## config.mk

```make
export PLATFORM = sky130hd
export DESIGN_NAME = pid_controller_mc_flat
export DESIGN_NICKNAME = d
export VERILOG_FILES = /design/src/rtl/pid_controller_mc_pkg.sv /design/src/rtl/pid_controller_mc_if.sv /design/src/rtl/pid_controller_mc_mul.sv /design/src/rtl/pid_controller_mc.sv /design/src/flat_wrapper.sv
export SDC_FILE = /design/constraint.sdc
export NUM_CORES = 2
export LEC_CHECK = 0
export ABC_AREA = 1
export ABC_CLOCK_PERIOD_IN_PS = 10080
export CAP_MARGIN = 20
export CORE_ASPECT_RATIO = 1.75
export CORE_MARGIN = 1.5
export CORE_UTILIZATION = 30
export DETAILED_ROUTE_END_ITERATION = 10
export SLEW_MARGIN = 15
export SYNTH_ARGS = -nofsm -noshare
export SYNTH_HDL_FRONTEND = slang
export SYNTH_SLANG_ARGS = --single-unit
```

## constraint.sdc

```tcl
create_clock -name clk -period 10.08 [get_ports clk]
set_input_delay 1.512 -clock clk [delete_from_list [all_inputs] [get_ports clk]]
set_output_delay 1.512 -clock clk [all_outputs]
set_load 0.02 [all_outputs]
```

## src/rtl/pid_controller_mc_pkg.sv

```systemverilog
// rtl/pid_controller_mc_pkg.sv - shared types and helpers for the multi-channel PID controller
package pid_pkg;

  typedef enum logic [2:0] {
    S_IDLE  = 3'd0,
    S_MUL_P = 3'd1,
    S_MUL_I = 3'd2,
    S_MUL_D = 3'd3,
    S_SUM   = 3'd4,
    S_OUT   = 3'd5
  } pid_state_t;

  // Accumulator width: full product plus two guard bits for the three-term sum.
  function automatic int acc_width(input int err_w, input int gain_w);
    return err_w + gain_w + 10;
  endfunction

  // Signed saturation on a common 64-bit carrier.
  function automatic logic signed [63:0] clamp(input logic signed [63:0] v,
                                               input logic signed [63:0] lo,
                                               input logic signed [63:0] hi);
    if (v < lo) return lo;
    if (v > hi) return hi;
    return v;
  endfunction

endpackage

```

## src/rtl/pid_controller_mc_if.sv

```systemverilog
// rtl/pid_controller_mc_if.sv - sample/command bus between error stage, controller and actuator stage
interface pid_controller_mc_if #(
  parameter int NUM_CH = 4,
  parameter int CH_W   = 2,
  parameter int ERR_W  = 32,
  parameter int GAIN_W = 16,
  parameter int OUT_W  = 16
);
  logic                     err_valid;
  logic                     err_ready;
  logic [CH_W-1:0]          err_ch;
  logic signed [ERR_W-1:0]  err;
  logic signed [GAIN_W-1:0] kp;
  logic signed [GAIN_W-1:0] ki;
  logic signed [GAIN_W-1:0] kd;
  logic [NUM_CH-1:0]        clr;
  logic                     out_valid;
  logic [CH_W-1:0]          out_ch;
  logic signed [OUT_W-1:0]  out;
  logic                     out_sat;

  modport master (
    output err_valid, err_ch, err, kp, ki, kd, clr,
    input  err_ready, out_valid, out_ch, out, out_sat
  );

  modport slave (
    input  err_valid, err_ch, err, kp, ki, kd, clr,
    output err_ready, out_valid, out_ch, out, out_sat
  );
endinterface

```

## src/rtl/pid_controller_mc_mul.sv

```systemverilog
// rtl/pid_controller_mc_mul.sv - registered signed multiplier shared by all PID terms
module pid_mul #(
  parameter int A_W = 16,
  parameter int B_W = 40
) (
  input  logic                     clk,
  input  logic                     rst_n,
  input  logic signed [A_W-1:0]    a_i,
  input  logic signed [B_W-1:0]    b_i,
  output logic signed [A_W+B_W-1:0] p_o
);
  localparam int P_W = A_W + B_W;

  logic signed [P_W-1:0] p_q;

  // One product per cycle, available the cycle after the operands
  always_ff @(posedge clk or negedge rst_n) begin
    if (!rst_n) p_q <= '0;
    else        p_q <= P_W'(a_i) * P_W'(b_i);
  end

  assign p_o = p_q;
endmodule

```

## src/rtl/pid_controller_mc.sv

```systemverilog
// rtl/pid_controller_mc.sv - time-shared multi-channel PID controller with anti-windup
module pid_controller_mc
  import pid_pkg::*;
#(
  parameter int NUM_CH  = 4,
  parameter int CH_W    = (NUM_CH > 1) ? $clog2(NUM_CH) : 1,
  parameter int ERR_W   = 32,
  parameter int GAIN_W  = 16,
  parameter int SHIFT   = 10,
  parameter int OUT_W   = 16,
  parameter int OUT_MIN = -5,
  parameter int OUT_MAX = 5,
  parameter int I_LIM   = 2**20
) (
  input logic                clk,
  input logic                rst_n,
  pid_controller_mc_if.slave bus
);
  localparam int IW    = ERR_W + 8;
  localparam int PW    = GAIN_W + IW;
  localparam int ACC_W = acc_width(ERR_W, GAIN_W);

  pid_state_t state_q, state_d;

  logic [CH_W-1:0]          ch_q;
  logic                     ch_ok_q;
  logic signed [ERR_W-1:0]  err_q;
  logic signed [GAIN_W-1:0] kp_q, ki_q, kd_q;
  logic signed [IW-1:0]     icand_q, d_q;
  logic signed [ACC_W-1:0]  acc_q;
  logic                     commit_q;
  logic                     out_valid_q;
  logic [CH_W-1:0]          out_ch_q;
  logic signed [OUT_W-1:0]  out_q;
  logic                     out_sat_q;

  logic signed [IW-1:0]     integ_q [NUM_CH];
  logic signed [ERR_W-1:0]  eprev_q [NUM_CH];
  logic [NUM_CH-1:0]        primed_q;

  logic signed [IW-1:0]     integ_sel;
  logic signed [ERR_W-1:0]  eprev_sel;
  logic                     primed_sel;
  logic signed [IW-1:0]     icand_d, d_d;

  logic signed [GAIN_W-1:0] mul_a;
  logic signed [IW-1:0]     mul_b;
  logic signed [PW-1:0]     mul_p;

  logic signed [ACC_W-1:0]  sum_w, s_w;
  logic signed [63:0]       s64, s_clamp;
  logic                     windup;

  // Tags at or above NUM_CH are still accepted but never touch channel state.
  logic [(1<<CH_W)-1:0]     ch_ok_map;
  for (genvar g = 0; g < (1 << CH_W); g++) begin : g_ch_ok
    assign ch_ok_map[g] = (g < NUM_CH);
  end

  // FSM state register
  always_ff @(posedge clk or negedge rst_n) begin
    if (!rst_n) state_q <= S_IDLE;
    else        state_q <= state_d;
  end

  // Fixed six-step sequence; a sample is only taken in IDLE
  always_comb begin
    state_d       = state_q;
    bus.err_ready = 1'b0;
    case (state_q)
      S_IDLE: begin
        bus.err_ready = 1'b1;
        if (bus.err_valid) state_d = S_MUL_P;
      end
      S_MUL_P: state_d = S_MUL_I;
      S_MUL_I: state_d = S_MUL_D;
      S_MUL_D: state_d = S_SUM;
      S_SUM:   state_d = S_OUT;
      S_OUT:   state_d = S_IDLE;
      default: state_d = S_IDLE;
    endcase
  end

  // Look up the offered channel's state and form the clamped integral and derivative
  always_comb begin
    integ_sel  = '0;
    eprev_sel  = '0;
    primed_sel = 1'b0;
    for (int k = 0; k < NUM_CH; k++) begin
      if (CH_W'(k) == bus.err_ch) begin
        integ_sel  = integ_q[k];
        eprev_sel  = eprev_q[k];
        primed_sel = primed_q[k];
      end
    end
    icand_d = IW'(clamp(64'(integ_sel) + 64'(bus.err), -64'(I_LIM), 64'(I_LIM)));
    d_d     = primed_sel ? IW'(64'(bus.err) - 64'(eprev_sel)) : '0;
  end

  // Steer the shared multiplier to one term per MUL state
  always_comb begin
    mul_a = '0;
    mul_b = '0;
    case (state_q)
      S_MUL_P: begin mul_a = kp_q; mul_b = IW'(err_q); end
      S_MUL_I: begin mul_a = ki_q; mul_b = icand_q;    end
      S_MUL_D: begin mul_a = kd_q; mul_b = d_q;        end
      default: ;
    endcase
  end

  pid_mul #(.A_W(GAIN_W), .B_W(IW)) u_mul (
    .clk   (clk),
    .rst_n (rst_n),
    .a_i   (mul_a),
    .b_i   (mul_b),
    .p_o   (mul_p)
  );

  // Final sum, floor scaling, output saturation and the windup inhibit decision
  always_comb begin
    sum_w   = acc_q + ACC_W'(mul_p);
    s_w     = sum_w >>> SHIFT;
    s64     = 64'(s_w);
    s_clamp = clamp(s64, 64'(OUT_MIN), 64'(OUT_MAX));
    windup  = ((s64 > 64'(OUT_MAX)) && !err_q[ERR_W-1] && (err_q != '0)) ||
              ((s64 < 64'(OUT_MIN)) &&  err_q[ERR_W-1]);
  end

  // Sample capture, product accumulation and command register
  always_ff @(posedge clk or negedge rst_n) begin
    if (!rst_n) begin
      ch_q        <= '0;
      ch_ok_q     <= 1'b0;
      err_q       <= '0;
      kp_q        <= '0;
      ki_q        <= '0;
      kd_q        <= '0;
      icand_q     <= '0;
      d_q         <= '0;
      acc_q       <= '0;
      commit_q    <= 1'b0;
      out_valid_q <= 1'b0;
      out_ch_q    <= '0;
      out_q       <= '0;
      out_sat_q   <= 1'b0;
    end else begin
      out_valid_q <= 1'b0;
      case (state_q)
        S_IDLE: begin
          if (bus.err_valid) begin
            ch_q    <= bus.err_ch;
            ch_ok_q <= ch_ok_map[bus.err_ch];
            err_q   <= bus.err;
            kp_q    <= bus.kp;
            ki_q    <= bus.ki;
            kd_q    <= bus.kd;
            icand_q <= icand_d;
            d_q     <= d_d;
          end
        end
        S_MUL_I: acc_q <= ACC_W'(mul_p);
        S_MUL_D: acc_q <= acc_q + ACC_W'(mul_p);
        S_SUM: begin
          out_valid_q <= 1'b1;
          out_ch_q    <= ch_q;
          if (ch_ok_q) begin
            out_q     <= OUT_W'(s_clamp);
            out_sat_q <= (s64 != s_clamp);
            commit_q  <= !windup;
          end else begin
            out_q     <= '0;
            out_sat_q <= 1'b0;
            commit_q  <= 1'b0;
          end
        end
        default: ;
      endcase
    end
  end

  // Per-channel state: clear has priority over the OUT-cycle update
  always_ff @(posedge clk or negedge rst_n) begin
    if (!rst_n) begin
      for (int k = 0; k < NUM_CH; k++) begin
        integ_q[k] <= '0;
        eprev_q[k] <= '0;
      end
      primed_q <= '0;
    end else begin
      for (int k = 0; k < NUM_CH; k++) begin
        if (bus.clr[k]) begin
          integ_q[k]  <= '0;
          eprev_q[k]  <= '0;
          primed_q[k] <= 1'b0;
        end else if (state_q == S_OUT && ch_ok_q && ch_q == CH_W'(k)) begin
          eprev_q[k]  <= err_q;
          primed_q[k] <= 1'b1;
          if (commit_q) integ_q[k] <= icand_q;
        end
      end
    end
  end

  assign bus.out_valid = out_valid_q;
  assign bus.out_ch    = out_ch_q;
  assign bus.out       = out_q;
  assign bus.out_sat   = out_sat_q;
endmodule

```

## src/flat_wrapper.sv

```systemverilog
// flat-port wrapper written by rule: the top's interface ports become plain ports
module pid_controller_mc_flat import pid_pkg::*;
#(
  parameter int NUM_CH  = 4,
  parameter int CH_W    = (NUM_CH > 1) ? $clog2(NUM_CH) : 1,
  parameter int ERR_W   = 32,
  parameter int GAIN_W  = 16,
  parameter int SHIFT   = 10,
  parameter int OUT_W   = 16,
  parameter int OUT_MIN = -5,
  parameter int OUT_MAX = 5,
  parameter int I_LIM   = 2**20
)
  (clk, rst_n, bus_err_valid, bus_err_ch, bus_err, bus_kp, bus_ki, bus_kd, bus_clr, bus_err_ready, bus_out_valid, bus_out_ch, bus_out, bus_out_sat);
  pid_controller_mc_if #(.NUM_CH(NUM_CH), .CH_W(CH_W), .ERR_W(ERR_W), .GAIN_W(GAIN_W), .OUT_W(OUT_W)) bus_i ();
  input logic clk;
  input logic rst_n;
  input wire logic [$bits(bus_i.err_valid)-1:0] bus_err_valid;
  input wire logic [$bits(bus_i.err_ch)-1:0] bus_err_ch;
  input wire logic [$bits(bus_i.err)-1:0] bus_err;
  input wire logic [$bits(bus_i.kp)-1:0] bus_kp;
  input wire logic [$bits(bus_i.ki)-1:0] bus_ki;
  input wire logic [$bits(bus_i.kd)-1:0] bus_kd;
  input wire logic [$bits(bus_i.clr)-1:0] bus_clr;
  output wire logic [$bits(bus_i.err_ready)-1:0] bus_err_ready;
  output wire logic [$bits(bus_i.out_valid)-1:0] bus_out_valid;
  output wire logic [$bits(bus_i.out_ch)-1:0] bus_out_ch;
  output wire logic [$bits(bus_i.out)-1:0] bus_out;
  output wire logic [$bits(bus_i.out_sat)-1:0] bus_out_sat;
  assign bus_i.err_valid = bus_err_valid;
  assign bus_i.err_ch = bus_err_ch;
  assign bus_i.err = bus_err;
  assign bus_i.kp = bus_kp;
  assign bus_i.ki = bus_ki;
  assign bus_i.kd = bus_kd;
  assign bus_i.clr = bus_clr;
  assign bus_err_ready = bus_i.err_ready;
  assign bus_out_valid = bus_i.out_valid;
  assign bus_out_ch = bus_i.out_ch;
  assign bus_out = bus_i.out;
  assign bus_out_sat = bus_i.out_sat;
  pid_controller_mc #(.NUM_CH(NUM_CH), .CH_W(CH_W), .ERR_W(ERR_W), .GAIN_W(GAIN_W), .SHIFT(SHIFT), .OUT_W(OUT_W), .OUT_MIN(OUT_MIN), .OUT_MAX(OUT_MAX), .I_LIM(I_LIM)) u_core (.clk(clk), .rst_n(rst_n), .bus(bus_i));
endmodule
```

Word level (Yosys, flattened, before mapping) --
Cells that the tools add are included.
Storage, ports and cells: bits in read-only memories 0, bits in latches 0, word-level logic and storage cells 143, bits of input ports 89, RAM bits 0, flip-flop bits (word level) 593, memories 0
Cells by class: reduce and logical (&&, ||, !) cells 29, equality and inequality tests 13, shift-type cells 0, $lt $le $gt $ge 5, bitwise gates (word level) 0, $mul 1, div/mod/pow operators 0, add/sub/neg operators 3, muxes and demuxes 64
Operators with widths (count):
- two-way mux 40 bit | 18
- two-way mux 32 bit | 12
- two-way mux 64 bit | 4
- case mux 40 bit (3 select lines) | 1
- case mux 58 bit (2 select lines) | 1
- != test 48 x 64 -> 1 bit | 1
- adder 58 x 56 -> 58 bit | 1
- multiplier 16 x 40 -> 56 bit | 1
- greater-than comparator 48 x 4 -> 1 bit, second input constant | 1
- < comparator 48 x 4 -> 1 bit, second input constant | 1
- case mux 16 bit (3 select lines) | 1
- adder 40 x 32 -> 41 bit | 1
- greater-than comparator 41 x 22 -> 1 bit, second input constant | 1
- < comparator 41 x 21 -> 1 bit, second input constant | 1
- subtractor 32 x 32 -> 33 bit | 1
- nonzero test 32 bit | 1
- two-way mux 1 bit | 23
- nonzero test 2 bit | 9
- two-way mux 16 bit | 1
- case mux 3 bit (5 select lines) | 1
- AND reduction 2 bit | 5
- logical AND 1 bit | 8
- equality test 3 x 2 -> 1 bit, second input constant | 2
- equality test 3 bit, second input constant | 2
- other kinds (13) | 17

Depth between registers and ports, before layout --
word-level depth 11, depth in mapped cells 38, mapped depth without buffers 36

By module --
Synthesis repeated with hierarchy kept, for this count alone.
Second synthesis, totals: cells, all modules 8060, area, all modules 58538.6 um^2
Modules (own cells, without submodules):
- pid_controller_mc | sequential area each 13262.7 um^2, area each 32787.7 um^2, cells an instance 4577, instances 1
- pid_mul | sequential area each 1401.3 um^2, area each 25750.9 um^2, cells an instance 3483, instances 1

Worst setup path before layout --
Ideal clock, no wire load.
path type register -> register, start point register u_core.state_q[2], end point register u_core.u_mul.p_q[41] (netlist: u_core.u_mul.p_o[41]), slack 3179 ps, path buffers 2, stages on the path, launching flop included 30, data arrival time 6774 ps, required time 9953 ps, cell sequence dfrtp_1 > nor2_2 > inv_1 > nor2_1 > inv_2 > clkbuf_1 > o21ai_1 > buf_2 > nand2_1 > fa_1 > inv_1 > fa_1 > inv_1 > fa_1 > inv_1 > fa_1 > fa_1 > inv_1 > fa_1 > inv_1 > ha_1 > a21oi_1 > o21ai_0 > nand2_1 > nand3_1 > a21boi_0 > o21ai_1 > a21oi_1 > o21ai_1 > xor2_1
Between the ends: word-level cells in the longest chain between the ends 3, elaborated cells on any way between the ends 6, those cells by class mul (1); eq/ne (3); mux (2)
RTL lines:
- start, declared | RTL line pid_controller_mc.sv:23 | pid_state_t state_q, state_d;
- start signal, assigned | RTL line pid_controller_mc.sv:63 | else state_q <= state_d;
- equality test 3 x 2 -> 1 bit / equality test 3 x 1 -> 1 bit (equally long branches) | RTL line pid_controller_mc.sv:104 | case (state_q)
- case mux 16 bit (3 select lines) / case mux 40 bit (3 select lines) (equally long branches) | RTL line pid_controller_mc.sv:104
- multiplier 16 x 40 -> 56 bit (*) | RTL line pid_controller_mc_mul.sv:19 | else p_q <= P_W'(a_i) * P_W'(b_i);
- end signal, assigned | RTL line pid_controller_mc_mul.sv:19
- end, declared | RTL line pid_controller_mc_mul.sv:14 | logic signed [P_W-1:0] p_q;
Every way passes the cells marked *; elsewhere a longest branch is shown, timed or not. A chain may end at the register's enable or synchronous reset.

Worst setup path in the final report --
start point register u_core.state_q[0], end point register u_core.u_mul.p_q[46] (netlist: u_core.u_mul.p_o[46])
Same word-level chain as after synthesis.

==> metrics.csv <==
metric;value;unit
Mapped Area;0.0570;mm^2
most common cell in the synthesized netlist;nand2_1;
synth warn;0;
Post-synth top cells;2029 x nand2_1, 1852 x inv_1, 601 x fa_1;
WL met1;74.3;mm
row cnt;211;
Stages on worst setup path;31;
Max Cap Violations;0;
multi-input logic area;0.0343;mm^2
CTS tree;built;
final period utilization;86.7;%
routed vias/inst;5.03;
Clk Latency, worst-skew pair;730;ps
Rel. slew slack;22.6;%
Max rail drop VDD;0.281;mV
RSZ-0062 raised after global routing;false;
pre-CTS WS;1430;ps
syn avg cell area;7.44;um^2
Layout area overhead;10.5;%
initial antenna violation count;4;
Syn Inst Count;7664;
Leak Pwr;33.7;nW
initial DRC count;3791;
final setup vio count;0;
Hold Buf Count CTS;0;
Worst Skew;43.9;ps
worst hold stages;2;
Crit path max-delay family;adder cells;
detailed-route DRC error count;0;
# H-tree levels;2;
Worst Slack Setup Final;1340;ps
Wirelength per Cell;21.6;um
share of layout cells above drive strength 1;4.03;%
placed cell count;10100;
top cell type's share of synthesized area;25.7;%
clock sink count;586;
Core Region;0.189;mm^2
Tightest Hold Check Type;reg2reg;
R2R cell count;31;
Worst path max stage delay;580;ps
ANT nets after route;0;
hold path start;u_core.bus.out[11];
DRT Pass-1 Iters;8;
Layout fillers;20100;
Fin Setup TNS;0;ps
IO Pins;110;
largest net degree at the start of global routing;164;
I/O Buffers;109;
register area;0.0147;mm^2
initial core utilization;30.2;%
clock buffer count from CTS;61;
Synth Register Bits;586;
CTS clk-pin slew, worst paths;60;ps
Met3 Wirelength;11.8;mm
post-place instance area;0.0611;mm^2
Post-synth ARST share;100;%
CP max-delay cell;fa_1;
vias in the first global route;53800;
CTS max path bufs;3;
hpwl dp;172;mm
post-synth net total;8613;
Cell Pwr Density;370;mW/mm^2
Final Wtd Congestion;0.977;
fin cells;10200;
Post-synth EDFFs;0;
Power Total;23.3;mW
Final Max Tran Viols;0;
outcome;finished clean;
crit path capture type;flip-flop;
pin slew with the least headroom to its limit;1160;ps
r2r startpoint;u_core.state_q[0];
CP dominant cell by count;inv_1;
fmax;0.114;GHz
Setup Buffers After CTS;0;
Clock Tree Root;clkbuf_16;
Bufs and invs on worst path;11;
fin nets;8630;
gr ovfl total;0;
Final Hold Fails;0;
Setup CP Type;reg2reg;
Critical Path Fanout Max;23;
WP data arrival;9350;ps
Post-synth top flop;dfrtp_1;
Top Layer Used;met5;
dominant cells by area after synthesis;dfrtp_1 26%, fa_1 21%, nand2_1 13%;
via count;51200;
Tmin final;8740;ps
DIE HEIGHT;580;um
startpoint types;flip-flop;
post-cts sizing count;0;
metal2 WL;109;mm
CP required;10700;ps
DRT Wirelength;219;mm
sequential share of the synthesized area;25.7;%
gr usage total;22.6;%
Critical Path Start;u_core.state_q[0];
die width;333;um
global-route wire length before repair;329;mm
Die ar.;0.193;mm^2
final instance area;0.0630;mm^2
top cell type by total area after synthesis;dfrtp_1;
Yosys cell types;55;
-- final timing paths --
kind,endpoint,slack (ps)
max,u_core.u_mul.p_o[46],1340
min in group asynchronous,u_core.integ_q[9],820
min reg2reg,u_core.bus.out[11],480
max reg2reg,u_core.u_mul.p_o[46],1340
max in group asynchronous,u_core.acc_q[50],6840
min,u_core.bus.out[11],480
-- sequential cells by signal (all words and copies together), names as in the netlist, 2 cells and up --
register and flops:
u_core.ch_q 2, u_core.acc_q 58, u_core.kp_q 16, u_core.d_q 33
u_core.kd_q 16, u_core.bus.out 16, u_core.integ_q 160, u_core.primed_q 4
u_core.ki_q 16, u_core.u_mul.p_o 56, u_core.bus.out_ch 2, u_core.icand_q 40
u_core.eprev_q 128, u_core.state_q 3, u_core.err_q 32
-- kinds of logic after synthesis --
family,count (synthesis),share of synthesized area [%]
XOR/XNOR,99,1.53
adder cells (fa/ha/maj),860,26.8
AO/OA/AOI/OAI,1193,12.1
buffers and inverters,2139,14.3
flip-flops,586,25.7
AND/OR/NAND/NOR,2787,19.6
-- report_power, final --
group | internal (mW) | leakage [nW] | switching [mW] | total [mW]
clock | 1.22 | 0.927 | 1.06 | 2.28
combinational | 5.55 | 25.0 | 12.0 | 17.6
sequential | 3.05 | 7.77 | 0.431 | 3.48
total | 9.81 | 33.7 | 13.5 | 23.3
-- stage by stage --
step                      util (%)  hold WS, ps
final                         33.4          476
after global routing          33.4          490
after CTS                     33.4          482
after detailed placement      32.4          465
after global placement        32.4          462
after floorplan                  -          449
-- layout by cell type, fill, tap and decap left out, types with 5 or more instances in the layout --
master           count
clkdlybuf4s50_1    108
inv_6                5
o21a_1              10
nand2_1           2024
o22ai_1            283
nor3_1              27
nand3_2             12
nor3_2               7
inv_1             1850
ha_1               259
nand3b_1            12
o21bai_1            13
o21ai_2             14
dfrtp_1            586
o221ai_1            45
clkbuf_8             6
o21ai_1             43
clkinv_2             7
o21ai_0            369
clkbuf_1            18
nand3_1            221
clkbuf_16           61
nor2_1             365
a31oi_1             34
inv_2               13
nand2_2             22
nor2_2              21
buf_4              112
fa_1               601
nand4_1             55
a22oi_1             54
a21oi_1            285
nor4_1               7
o211ai_1             7
xnor2_1             37
xor2_1              61
a221oi_1            10
-- layout make-up --
class                           instances  area share [%]
Clock inverter                         22           0.375
Timing Repair Buffer                  226            3.22
Multi-Input combinational cell       4939            54.5
Inverter                             1867            11.1
Sequential cell                       586            23.3
Clock buffer                           85            2.66
Tap cell                             2449            4.86
Antenna cell                            2         0.00794
-- metal layers --
metal	global-route usage, %	vias up
li1	-	23500
met2	40.2	2029
met3	2.74	758
met5	0	-
met1	23.0	25000
met4	21.1	4
-- tightest hold or removal path, cell delays in order (launching register included) --
cell	delay, ps
dfrtp_1	340
nand2_1	50
nand2_1	50
Note: power is estimated with default switching activity, not from simulation.
